==> config.mk <==
export PLATFORM = sky130hd
export DESIGN_NAME = canvas_write_ctrl
export DESIGN_NICKNAME = d
export VERILOG_FILES = /design/src/rtl/canvas_write_ctrl.sv
export SDC_FILE = /design/constraint.sdc
export NUM_CORES = 1
export LEC_CHECK = 0
export BUFFER_PORTS_ARGS = -buffer_cell sky130_fd_sc_hd__buf_4
export CAP_MARGIN = 20
export CORE_MARGIN = 3
export CORE_UTILIZATION = 55
export DETAILED_ROUTE_END_ITERATION = 10
export GPL_TIMING_DRIVEN = 0
export PLACE_DENSITY = 0.76
export SLEW_MARGIN = 20
export SYNTH_ARGS = -nofsm -noshare
export SYNTH_HDL_FRONTEND = slang
export SYNTH_SLANG_ARGS = --single-unit
export TNS_END_PERCENT = 1
==> constraint.sdc <==
create_clock -name clk -period 4.25 [get_ports clk]
set_input_delay 0.85 -clock clk [delete_from_list [all_inputs] [get_ports clk]]
set_output_delay 0.85 -clock clk [all_outputs]
set_load 0.05 [all_outputs]
==> src/rtl/canvas_write_ctrl.sv <==
// canvas_write_ctrl: buffers draw commands and expands them into per-pixel
// frame-store writes, issued only in cycles the display side grants.
//
// Ports:
//   clk, reset                    clock, async active-high reset
//   cmd_valid/cmd_ready           command handshake from the SPI decoder
//   cmd_op/cmd_x/cmd_y/cmd_color  command fields (op: 0 pixel, 1 brush, 2 clear)
//   wr_allow                      frame-store write port free this cycle
//   we/wx/wy/wcolor               frame-store write port
//   busy                          FIFO non-empty or a command executing
module canvas_write_ctrl #(
    parameter int WIDTH      = 160,
    parameter int HEIGHT     = 120,
    parameter int BRUSH      = 3,
    parameter int FIFO_DEPTH = 4
) (
    input  logic       clk,
    input  logic       reset,
    input  logic       cmd_valid,
    output logic       cmd_ready,
    input  logic [1:0] cmd_op,
    input  logic [7:0] cmd_x,
    input  logic [7:0] cmd_y,
    input  logic [2:0] cmd_color,
    input  logic       wr_allow,
    output logic       we,
    output logic [7:0] wx,
    output logic [7:0] wy,
    output logic [2:0] wcolor,
    output logic       busy
);

    localparam int AW = (FIFO_DEPTH > 1) ? $clog2(FIFO_DEPTH) : 1;
    localparam logic [7:0] BLAST = 8'(BRUSH - 1);
    localparam logic [8:0] XLIM  = 9'(WIDTH);
    localparam logic [8:0] YLIM  = 9'(HEIGHT);
    localparam logic [8:0] XLAST = 9'(WIDTH - 1);
    localparam logic [8:0] YLAST = 9'(HEIGHT - 1);

    typedef enum logic [1:0] {
        S_IDLE,
        S_PIXEL,
        S_BRUSH,
        S_CLEAR
    } state_t;

    state_t r_state;
    state_t w_next;

    // FIFO entry layout: {op[1:0], x[7:0], y[7:0], color[2:0]}
    logic [20:0] r_mem [FIFO_DEPTH];
    logic [AW:0] r_wp;
    logic [AW:0] r_rp;

    logic        w_empty;
    logic        w_full;
    logic        w_push;
    logic        w_pop;
    logic [20:0] w_head;
    logic [1:0]  w_hop;

    // Working registers: r_tx/r_ty always hold the current target pixel,
    // so the write address is driven straight from flops.
    logic [8:0] r_tx;
    logic [8:0] r_ty;
    logic [8:0] r_bx;
    logic [7:0] r_i;
    logic [7:0] r_j;
    logic [2:0] r_color;

    logic w_inr;
    logic w_adv;
    logic w_blast;
    logic w_clast;

    assign w_empty = (r_wp == r_rp);
    assign w_full  = (r_wp[AW] != r_rp[AW]) &&
                     (r_wp[AW-1:0] == r_rp[AW-1:0]);
    assign w_push  = cmd_valid && !w_full;
    assign w_pop   = (r_state == S_IDLE) && !w_empty;
    assign w_head  = r_mem[r_rp[AW-1:0]];
    assign w_hop   = w_head[20:19];

    assign w_inr   = (r_tx < XLIM) && (r_ty < YLIM);
    // Clipped targets advance unconditionally; live ones wait for a grant.
    assign w_adv   = (r_state != S_IDLE) && (!w_inr || wr_allow);
    assign w_blast = (r_i == BLAST) && (r_j == BLAST);
    assign w_clast = (r_tx == XLAST) && (r_ty == YLAST);

    always_ff @(posedge clk) begin
        if (w_push) begin
            r_mem[r_wp[AW-1:0]] <= {cmd_op, cmd_x, cmd_y, cmd_color};
        end
    end

    always_ff @(posedge clk or posedge reset) begin
        if (reset) begin
            r_wp <= '0;
            r_rp <= '0;
        end else begin
            if (w_push) r_wp <= r_wp + 1'b1;
            if (w_pop)  r_rp <= r_rp + 1'b1;
        end
    end

    // FSM: state register
    always_ff @(posedge clk or posedge reset) begin
        if (reset) r_state <= S_IDLE;
        else       r_state <= w_next;
    end

    // FSM: next state
    always_comb begin
        w_next = r_state;
        unique case (r_state)
            S_IDLE: begin
                if (w_pop) begin
                    unique case (w_hop)
                        2'b00:   w_next = S_PIXEL;
                        2'b01:   w_next = S_BRUSH;
                        2'b10:   w_next = S_CLEAR;
                        default: w_next = S_IDLE;
                    endcase
                end
            end
            S_PIXEL: if (w_adv) w_next = S_IDLE;
            S_BRUSH: if (w_adv && w_blast) w_next = S_IDLE;
            S_CLEAR: if (w_adv && w_clast) w_next = S_IDLE;
            default: w_next = S_IDLE;
        endcase
    end

    // FSM: outputs
    always_comb begin
        we        = (r_state != S_IDLE) && w_inr && wr_allow;
        busy      = (r_state != S_IDLE) || !w_empty;
        cmd_ready = !w_full;
    end

    always_ff @(posedge clk or posedge reset) begin
        if (reset) begin
            r_tx    <= '0;
            r_ty    <= '0;
            r_bx    <= '0;
            r_i     <= '0;
            r_j     <= '0;
            r_color <= '0;
        end else if (w_pop) begin
            r_bx    <= {1'b0, w_head[18:11]};
            r_i     <= '0;
            r_j     <= '0;
            r_color <= w_head[2:0];
            if (w_hop == 2'b10) begin
                r_tx <= '0;
                r_ty <= '0;
            end else begin
                r_tx <= {1'b0, w_head[18:11]};
                r_ty <= {1'b0, w_head[10:3]};
            end
        end else if (w_adv) begin
            if (r_state == S_BRUSH) begin
                if (r_i == BLAST) begin
                    r_i  <= '0;
                    r_j  <= r_j + 8'd1;
                    r_tx <= r_bx;
                    r_ty <= r_ty + 9'd1;
                end else begin
                    r_i  <= r_i + 8'd1;
                    r_tx <= r_tx + 9'd1;
                end
            end else if (r_state == S_CLEAR) begin
                if (r_tx == XLAST) begin
                    r_tx <= '0;
                    r_ty <= r_ty + 9'd1;
                end else begin
                    r_tx <= r_tx + 9'd1;
                end
            end
        end
    end

    assign wx     = r_tx[7:0];
    assign wy     = r_ty[7:0];
    assign wcolor = r_color;

endmodule

==> results of run 1 <==
layout make-up:
class / count / area share (%)
clock buffers: 18 / 5.84
repair buffers: 48 / 5.18
well taps: 140 / 2.38
flip-flops and latches: 137 / 52.4
multi-input cells: 286 / 28.8
clock inverters: 13 / 1.94
plain buffers: 34 / 2.66
inverters: 15 / 0.766
logic make-up (layout without fill, tap and decap cells):
family | after synthesis | in the layout | share of synthesized area [%]
xor+xnor | 19 | 19 | 2.68
flops | 137 | 137 | 61.9
compound gates | 89 | 89 | 9.68
fa+ha+maj | 12 | 12 | 2.42
mux | 22 | 22 | 7.77
simple gates | 144 | 144 | 11.5
buf+inv | 49 | 128 | 4.05
power by group through the flow:
stage / registers, mW / logic (mW) / clock network (mW)
2_1_floorplan: 1.66 / 0.207 / 0
3_3_place_gp: 1.67 / 0.304 / 0
3_5_place_dp: 1.69 / 0.326 / 0
4_1_cts: 1.67 / 0.336 / 1.45
5_1_grt: 1.67 / 0.373 / 1.51
6_report: 1.66 / 0.339 / 1.43
state kept, by name, indices dropped and copies added (netlist names), 3 cells and up:
signal,count
r_mem,84
r_bx,8
r_i,8
wcolor,3
r_j,8
r_wp,3
r_rp,3
r_tx,9
r_ty,9
cells in the mapped netlist, types with 5 or more instances:
cell,n
a211oi_1,5
a21oi_1,24
a222oi_1,5
and3_1,5
buf_2,6
buf_4,16
clkbuf_1,11
dfrtp_1,53
edfxtp_1,84
ha_1,12
inv_1,15
mux4_2,21
nand2_1,59
nand3_1,19
nor2_1,21
o21ai_0,19
o22ai_1,6
or3_1,6
xnor2_1,15
per-layer routing:
metal,share of wire (%),track usage (%),vias to the layer above
li1,-,-,1906
met1,43,28.9,2038
met2,51,36.2,134
met3,5.5,5.77,17
met4,1.5,8.17,0
met5,0,0,-
tightest hold or removal path, stage by stage (launching register included):
cell,delay (ps)
dfrtp_1,340
nand2_1,50
nand2_1,60
worst paths after layout:
check / startpoint / endpoint / slack (ps)
worst min-delay path: r_bx[2] / r_bx[2] / 480
max in group asynchronous: reset / r_ty[1] / 3200
worst max register to register: r_rp[1] / r_ty[6] / 650
worst min register to register: r_bx[2] / r_bx[2] / 480
min in group asynchronous: reset / r_tx[3] / 490
worst max-delay path: r_rp[1] / r_ty[6] / 650
==> impl_metrics.yaml, run 1 <==
status:
  status: "complete, no violations"
critical_path:
  cp_num_buf_inv: 2
  cp.depth: 9
  r2r_cells: 9
  cp_data_arrival_time_ps: 3930
  cp-start-kind: "flop"
  worstSetupPathType: "flop to flop"
  critPathTopFamily: "buffers and inverters"
  path_common_cell: "clkbuf_1"
  endpoint_kind: "flop"
  slowest_delay_ps: 540
  crit_chain: "clkbuf_1 > clkbuf_1 > mux4_2 > ha_1 > or3_1 > a31oi_1 > and2_1 > o22ai_1 > a21oi_1"
  slowest_stage: "a31oi_1"
  cp.required_ps: 4580
  crit_fanout: 10
timing:
  setup_viol_count_final: 0
  fin_ws_ps: 653
  fmax_mhz: 278
  hold_ws_ps: 481
  post-route-period-util_pct: 84.6
  post-route-min-period_ps: 3600
  rsz0062_at_grt: "no"
  worst_pin_slew_ps: 998
  fin_tns_setup_ps: 0
  finalHoldViolCount: 0
  fin_skew_ps: 10.8
  drv_slew: 0
  max_slew_margin_pct: 33.4
clock_network:
  clock_sinks: 137
  htree_levels: 4
  cts_root_buf: "clkbuf_16"
  clk_latency_ps: 420
  cts_buffer_depth: 2
  postCtsSetupRepairBufs: 0
  holdBufCountCts: 0
  cts_inserted_buffers: 17
  clk_pin_slew_ps: 60
  cts_tree: "yes"
  cts_resized: 0
grt:
  grt_overflow: 0
  grt_usage_pct: 22.2
  grt_first_pass_wirelength_um: 21400
  grt_max_degree: 29
  antenna_found_initial: 0
  grt_pass1_vias: 4125
layout:
  areaGrowthSynthToFinish_pct: 18.2
  layout_common_cells: "edfxtp_1, buf_4, nand2_1"
  fin_cells: 691
  seq_area_um2: 3850
  final_area_um2: 7350
  final_core_util_pct: 67.2
  multi_input_area_um2: 2120
  drive_gt1_share_pct: 22.9
  finalNetCount: 576
  fill_cells: 758
  layout_commonest_cell: "edfxtp_1"
  n_antenna_cell: 0
pwr:
  seqPwrFrac_pct: 48.5
  switching_share_pct: 24.6
  ir_drop_mv: 0.454
  power_frac_comb_pct: 9.9
  pwr-share-clk_pct: 41.6
  power_density_nw_per_um2: 467
  power_mw: 3.43
  power_leakage_nw: 2.86
  p_sw_mw: 0.844
  internal_power_mw: 2.59
min_path:
  hp-class: "flop to flop"
  holdPathStages: 2
synthesis:
  ys_types: 55
  synth-main-ff-cell: "edfxtp_1"
  synth_area_leaders: "edfxtp_1, dfrtp_1, mux4_2"
  synth_edf_count: 84
  ys_seq_area_share_pct: 61.9
  async_flop_share_pct: 38.7
  synth_top_area_cell: "edfxtp_1"
  ys_seq_elements: 137
  synth_area_um2: 6220
  syn_nets: 509
  synth_top_area_share_pct: 40.6
  avgSynthCellArea_um2: 13.2
  syn_inst: 472
  ys.warnings.count: 0
drt:
  drt_drc_violations_left: 0
  dr.first_iter.drc_count: 301
  postRouteAntennaNets: 0
  vias_per_cell: 5.93
  firstDrtPassIters: 7
  routedWlPerCell_um: 18.8
  route.vias.total: 4095
  drt_wl_total_um: 13000
die:
  initial_core_util_pct: 56.8
  die-height_um: 112
  design.die.area_um2: 12600
  die_x_um: 112
  ios: 47
  core_um2: 10900
  fp-row-count: 38
job:
  cap_violations: 0
placement:
  place_area_um2: 6760
  placed_cells: 659
  post-dp-hpwl_um: 8740
  gp_congestion: 0.896
  place_ws_ps: 643
  io_buffers: 46
Note: power is estimated with default switching activity, not from simulation.
==> inputs of run 2 (changes only) <==
Settings changed: CORE_UTILIZATION 55 to 54, PLACE_DENSITY 0.76 to 0.78.
Clock period 4.25 ns to 2.94 ns, I/O delays scaled along.
==> run 2 against run 1 <==
Against the previous run:
- clock skew up 2.3 ps
- critical path type is now flop to primary output
- largest power group unchanged
- combinational power is 40% higher
- critical endpoint is now cmd_ready
- design area is 0.61% higher
- largest cell class unchanged
==> impl_metrics.yaml, run 2 (synthesis results as in run 1) <==
status:
  status: "complete, no violations"
timing:
  setup_viol_count_final: 0
  rsz0062_at_grt: "no"
  hold_ws_ps: 228
  post-route-period-util_pct: 95.3
  finalHoldViolCount: 0
  fin_skew_ps: 13.1
  drv_slew: 0
  worst_pin_slew_ps: 1100
  post-route-min-period_ps: 2800
  max_slew_margin_pct: 26.5
  fmax_mhz: 357
drt:
  postRouteAntennaNets: 0
  dr.first_iter.drc_count: 336
  routedWlPerCell_um: 18.8
  vias_per_cell: 6.04
  route.vias.total: 4178
  drt_drc_violations_left: 0
  firstDrtPassIters: 7
  drt_wl_total_um: 13000
critical_path:
  reg2reg_slack_ps: 160
  critPathTopFamily: "XOR/XNOR gates"
  r2r_cells: 10
  crit_fanout: 6
  r2r-start: "r_rp[0]"
  cp-start-kind: "flop"
  cp.depth: 4
  startpoint: "r_rp[0]"
  slowest_delay_ps: 590
  crit_chain: "clkbuf_4 > xnor2_1 > nand3b_1 > buf_4"
  cp_num_buf_inv: 2
  cp.required_ps: 2350
  worst_r2r_endpoint: "r_ty[6]"
  cp_data_arrival_time_ps: 2210
  endpoint_kind: "primary output"
  slowest_stage: "xnor2_1"
  endpoint: "cmd_ready"
  worstSetupPathType: "flop to primary output"
clock_network:
  clk_latency_ps: 420
  cts_root_buf: "clkbuf_16"
  clk_pin_slew_ps: 60
  cts_tree: "yes"
  holdBufCountCts: 0
  cts_inserted_buffers: 17
  cts_buffer_depth: 2
  htree_levels: 4
  clock_sinks: 137
placement:
  place_area_um2: 6760
  post-dp-hpwl_um: 8640
  io_buffers: 46
  gp_congestion: 0.927
pwr:
  power_density_nw_per_um2: 675
  p_sw_mw: 1.26
  internal_power_mw: 3.74
  seqPwrFrac_pct: 48.1
  ir_drop_mv: 0.599
  switching_share_pct: 25.2
  pwr-share-clk_pct: 42.4
  power_leakage_nw: 2.88
  power_frac_comb_pct: 9.5
min_path:
  hp-class: "primary input to async pin"
layout:
  largest_register_ffs: 84
  areaGrowthSynthToFinish_pct: 18.9
  finalNetCount: 576
  final_area_um2: 7390
  layout_commonest_cell: "edfxtp_1"
  layout_common_cells: "edfxtp_1, buf_4, nand2_1"
  n_antenna_cell: 0
  fill_cells: 765
  drive_gt1_share_pct: 23.9
die:
  die_x_um: 113
  initial_core_util_pct: 56.4
  ios: 47
  core_um2: 11000
  design.die.area_um2: 12800
  die-height_um: 113
  fp-row-count: 38
grt:
  grt_max_degree: 30
  grt_pass1_vias: 4228
  grt_overflow: 0
  grt_usage_pct: 21.1
  antenna_found_initial: 0
  grt_first_pass_wirelength_um: 21000
job:
  cap_violations: 0
==> run 2: power groups by stage <==
stage	registers, mW	clock network, mW	logic (mW)
detailed placement	2.44	0	0.467
global route	2.42	2.22	0.515
CTS	2.40	2.13	0.475
finish	2.40	2.12	0.476
global placement	2.42	0	0.445
floorplan	2.41	0	0.303
==> run 2: per-layer routing <==
metal | vias to the layer above | track usage (%) | wire length, µm
met5 | - | 0 | 0
met4 | 0 | 6.65 | 164
met3 | 23 | 5.24 | 710
met2 | 156 | 35.8 | 6610
met1 | 2083 | 26.8 | 5530
li1 | 1916 | - | -
==> run 2: how the worst min path moves through the flow <==
stage,startpoint,to,slack (ps),cells after the start
finish,reset,r_i[1],230,2
global placement,r_bx[5],r_bx[5],460,2
floorplan,r_bx[5],r_bx[5],440,2
detailed placement,r_bx[2],r_bx[2],460,2
CTS,reset,r_j[4],240,2
global route,reset,r_j[4],270,2
==> run 2: timing repair <==
action / CTS / global route
resized for setup: 7 / 4
setup endpoints to repair: 8 / 6
setup buffers: 0 / 1
==> run 2: cell type report <==
cell class / count / area, µm² / area share [%]
tap: 140 / 175 / 2.37
clock buffer: 17 / 425 / 5.76
clock inverter: 15 / 161 / 2.18
multi-input combinational: 286 / 2130 / 28.9
sequential: 137 / 3850 / 52.1
inverter: 15 / 56.3 / 0.762
timing repair buffer: 48 / 373 / 5.04
buffer: 34 / 216 / 2.93
==> run 2: worst reg2reg max path: stages (launching register included) <==
cell      delay (ps)
dfrtp_1          360
clkbuf_4         200
buf_8            180
buf_6            200
mux4_2           530
ha_1             200
or3_1            360
a31oi_4          200
and2_1           180
o22ai_1           90
a21oi_1          180
==> run 2: through the flow <==
stage / worst slack, ps / total power [mW] / cells / utilization (%) / setup TNS [ps]
2_1_floorplan: 43.3 / 2.71 / 472 / - / 0
3_3_place_gp: -422 / 2.86 / 658 / 61.1 / -2630
3_5_place_dp: -428 / 2.90 / 659 / 61.3 / -2780
4_1_cts: 1.04 / 5.01 / 691 / 66.9 / 0
5_1_grt: 10.2 / 5.15 / 692 / 67.0 / 0
6_report: 137 / 4.99 / 692 / 67.0 / 0
==> inputs of run 3 (changes only) <==
Settings changed: SETUP_SLACK_MARGIN from default to 0.5.
==> run 3 against run 2 <==
Against the previous run:
- sequential share of layout area fell by 0.98 points
- count of clock-buffer cells in the layout did not move
- fmax rose by 12%
- global-route usage rose by 0.18 points
- critical path depth rose by 6
- sequential cell count did not move
- via count rose by 0.41%
- highest routed layer unchanged
==> impl_metrics.yaml, run 3 (synthesis results as in run 1) <==
drt:
  drt_wl_total_um: 13100
  drt_drc_violations_left: 0
  route.vias.total: 4195
  firstDrtPassIters: 5
  vias_per_cell: 5.96
  postRouteAntennaNets: 0
  routedWlPerCell_um: 18.7
  dr.first_iter.drc_count: 318
timing:
  finalHoldViolCount: 0
  fmax_mhz: 399
  fin_tns_setup_ps: 0
  post-route-period-util_pct: 85.2
  drv_slew: 0
  post-route-min-period_ps: 2500
  worst_pin_slew_ps: 905
  max_slew_margin_pct: 39.3
  fin_skew_ps: 9.07
  setup_viol_count_final: 0
  rsz0062_at_grt: "yes"
critical_path:
  cp.required_ps: 3270
  worstSetupPathType: "flop to flop"
  endpoint_kind: "flop"
  startpoint: "r_rp[0]"
  cp_data_arrival_time_ps: 2830
  r2r-start: "r_rp[0]"
  worst_r2r_endpoint: "r_tx[5]"
  cp-start-kind: "flop"
  endpoint: "r_tx[5]"
  reg2reg_slack_ps: 440
  crit_fanout: 6
  r2r_cells: 10
clock_network:
  clk_latency_ps: 410
  clk_pin_slew_ps: 60
  cts_buffer_depth: 2
  clock_sinks: 137
  cts_root_buf: "clkbuf_16"
  cts_tree: "yes"
  holdBufCountCts: 0
  htree_levels: 4
  cts_inserted_buffers: 17
die:
  core_um2: 11000
  fp-row-count: 38
  die_x_um: 113
  design.die.area_um2: 12800
  ios: 47
  initial_core_util_pct: 56.4
  die-height_um: 113
pwr:
  power_leakage_nw: 2.94
  internal_power_mw: 3.56
  ir_drop_mv: 0.818
  power_frac_comb_pct: 10.4
  pwr-share-clk_pct: 39.4
  seqPwrFrac_pct: 50.3
  switching_share_pct: 25.5
  power_density_nw_per_um2: 634
  p_sw_mw: 1.22
layout:
  drive_gt1_share_pct: 28.2
  fill_cells: 740
  final_area_um2: 7530
  largest_register_ffs: 84
  finalNetCount: 589
  areaGrowthSynthToFinish_pct: 21.2
  n_antenna_cell: 0
  layout_common_cells: "edfxtp_1, buf_4, nand2_1"
  layout_commonest_cell: "edfxtp_1"
grt:
  grt_pass1_vias: 4178
  grt_first_pass_wirelength_um: 21100
  grt_max_degree: 54
  grt_usage_pct: 21.3
  grt_overflow: 0
  antenna_found_initial: 0
placement:
  post-dp-hpwl_um: 8550
  io_buffers: 46
  place_area_um2: 6770
  gp_congestion: 0.924
min_path:
  hp-class: "primary input to async pin"
status:
  status: "complete, no violations"
job:
  cap_violations: 0
-- run 3: layout make-up --
type / count / area (µm²) / share of cell area, %
Multi-Input combinational cell: 286 / 2190 / 29.1
Tap cell: 140 / 175 / 2.32
Sequential cell: 137 / 3850 / 51.1
Clock buffer: 17 / 425 / 5.65
Inverter: 15 / 58.8 / 0.780
Timing Repair Buffer: 61 / 487 / 6.46
Buffer: 34 / 249 / 3.30
Clock inverter: 14 / 97.6 / 1.30
-- run 3: timing repair --
item                       in CTS  in global routing
pin swaps                       1                  4
setup endpoints to repair     105                 45
resized for setup              16                 13
buffers inserted                8                  7
gates cloned                    0                  0
-- run 3: per-layer routing --
metal  up-vias  track usage, %  share of wire, %
li1       1942               -                 -
met1      2083            27.9                43
met2       151            34.9                51
met3        19            6.15               5.3
met4         0            6.17               1.1
met5         -               0                 0
-- run 3: power groups by stage --
stage / Clock [mW] / Combinational, mW / Sequential [mW]
after global routing: 1.99 / 0.537 / 2.42
final: 1.88 / 0.496 / 2.40
after global placement: 0 / 0.449 / 2.42
after floorplan: 0 / 0.311 / 2.41
after CTS: 1.90 / 0.480 / 2.40
after detailed placement: 0 / 0.471 / 2.44
-- run 3: how the worst min path moves through the flow --
stage                          to  slack [ps]  cells past startpoint
after floorplan           r_bx[5]         440                      2
after global placement    r_bx[7]         460                      2
after detailed placement  r_bx[5]         460                      2
after CTS                 r_tx[5]         310                      2
after global routing      r_tx[5]         350                      2
final                     r_bx[4]         300                      2
-- run 3: metrics by stage --
stage	std cells	util, %	setup slack [ps]	total power [mW]	hold slack [ps]
3_3_place_gp	658	61.4	-178	2.87	461
5_1_grt	704	68.3	313	4.94	347
4_1_cts	697	67.3	375	4.78	308
2_1_floorplan	472	-	388	2.72	445
3_5_place_dp	658	61.4	-162	2.91	465
6_report	704	68.3	436	4.78	297
-- run 3: worst max-delay path, cell delays in order (launching register included) --
cell,delay (ps)
dfrtp_1,370
buf_6,140
buf_12,110
buf_12,100
mux4_2,540
ha_4,190
or3_4,330
a31oi_4,220
buf_12,140
a222oi_1,80
o22ai_1,190
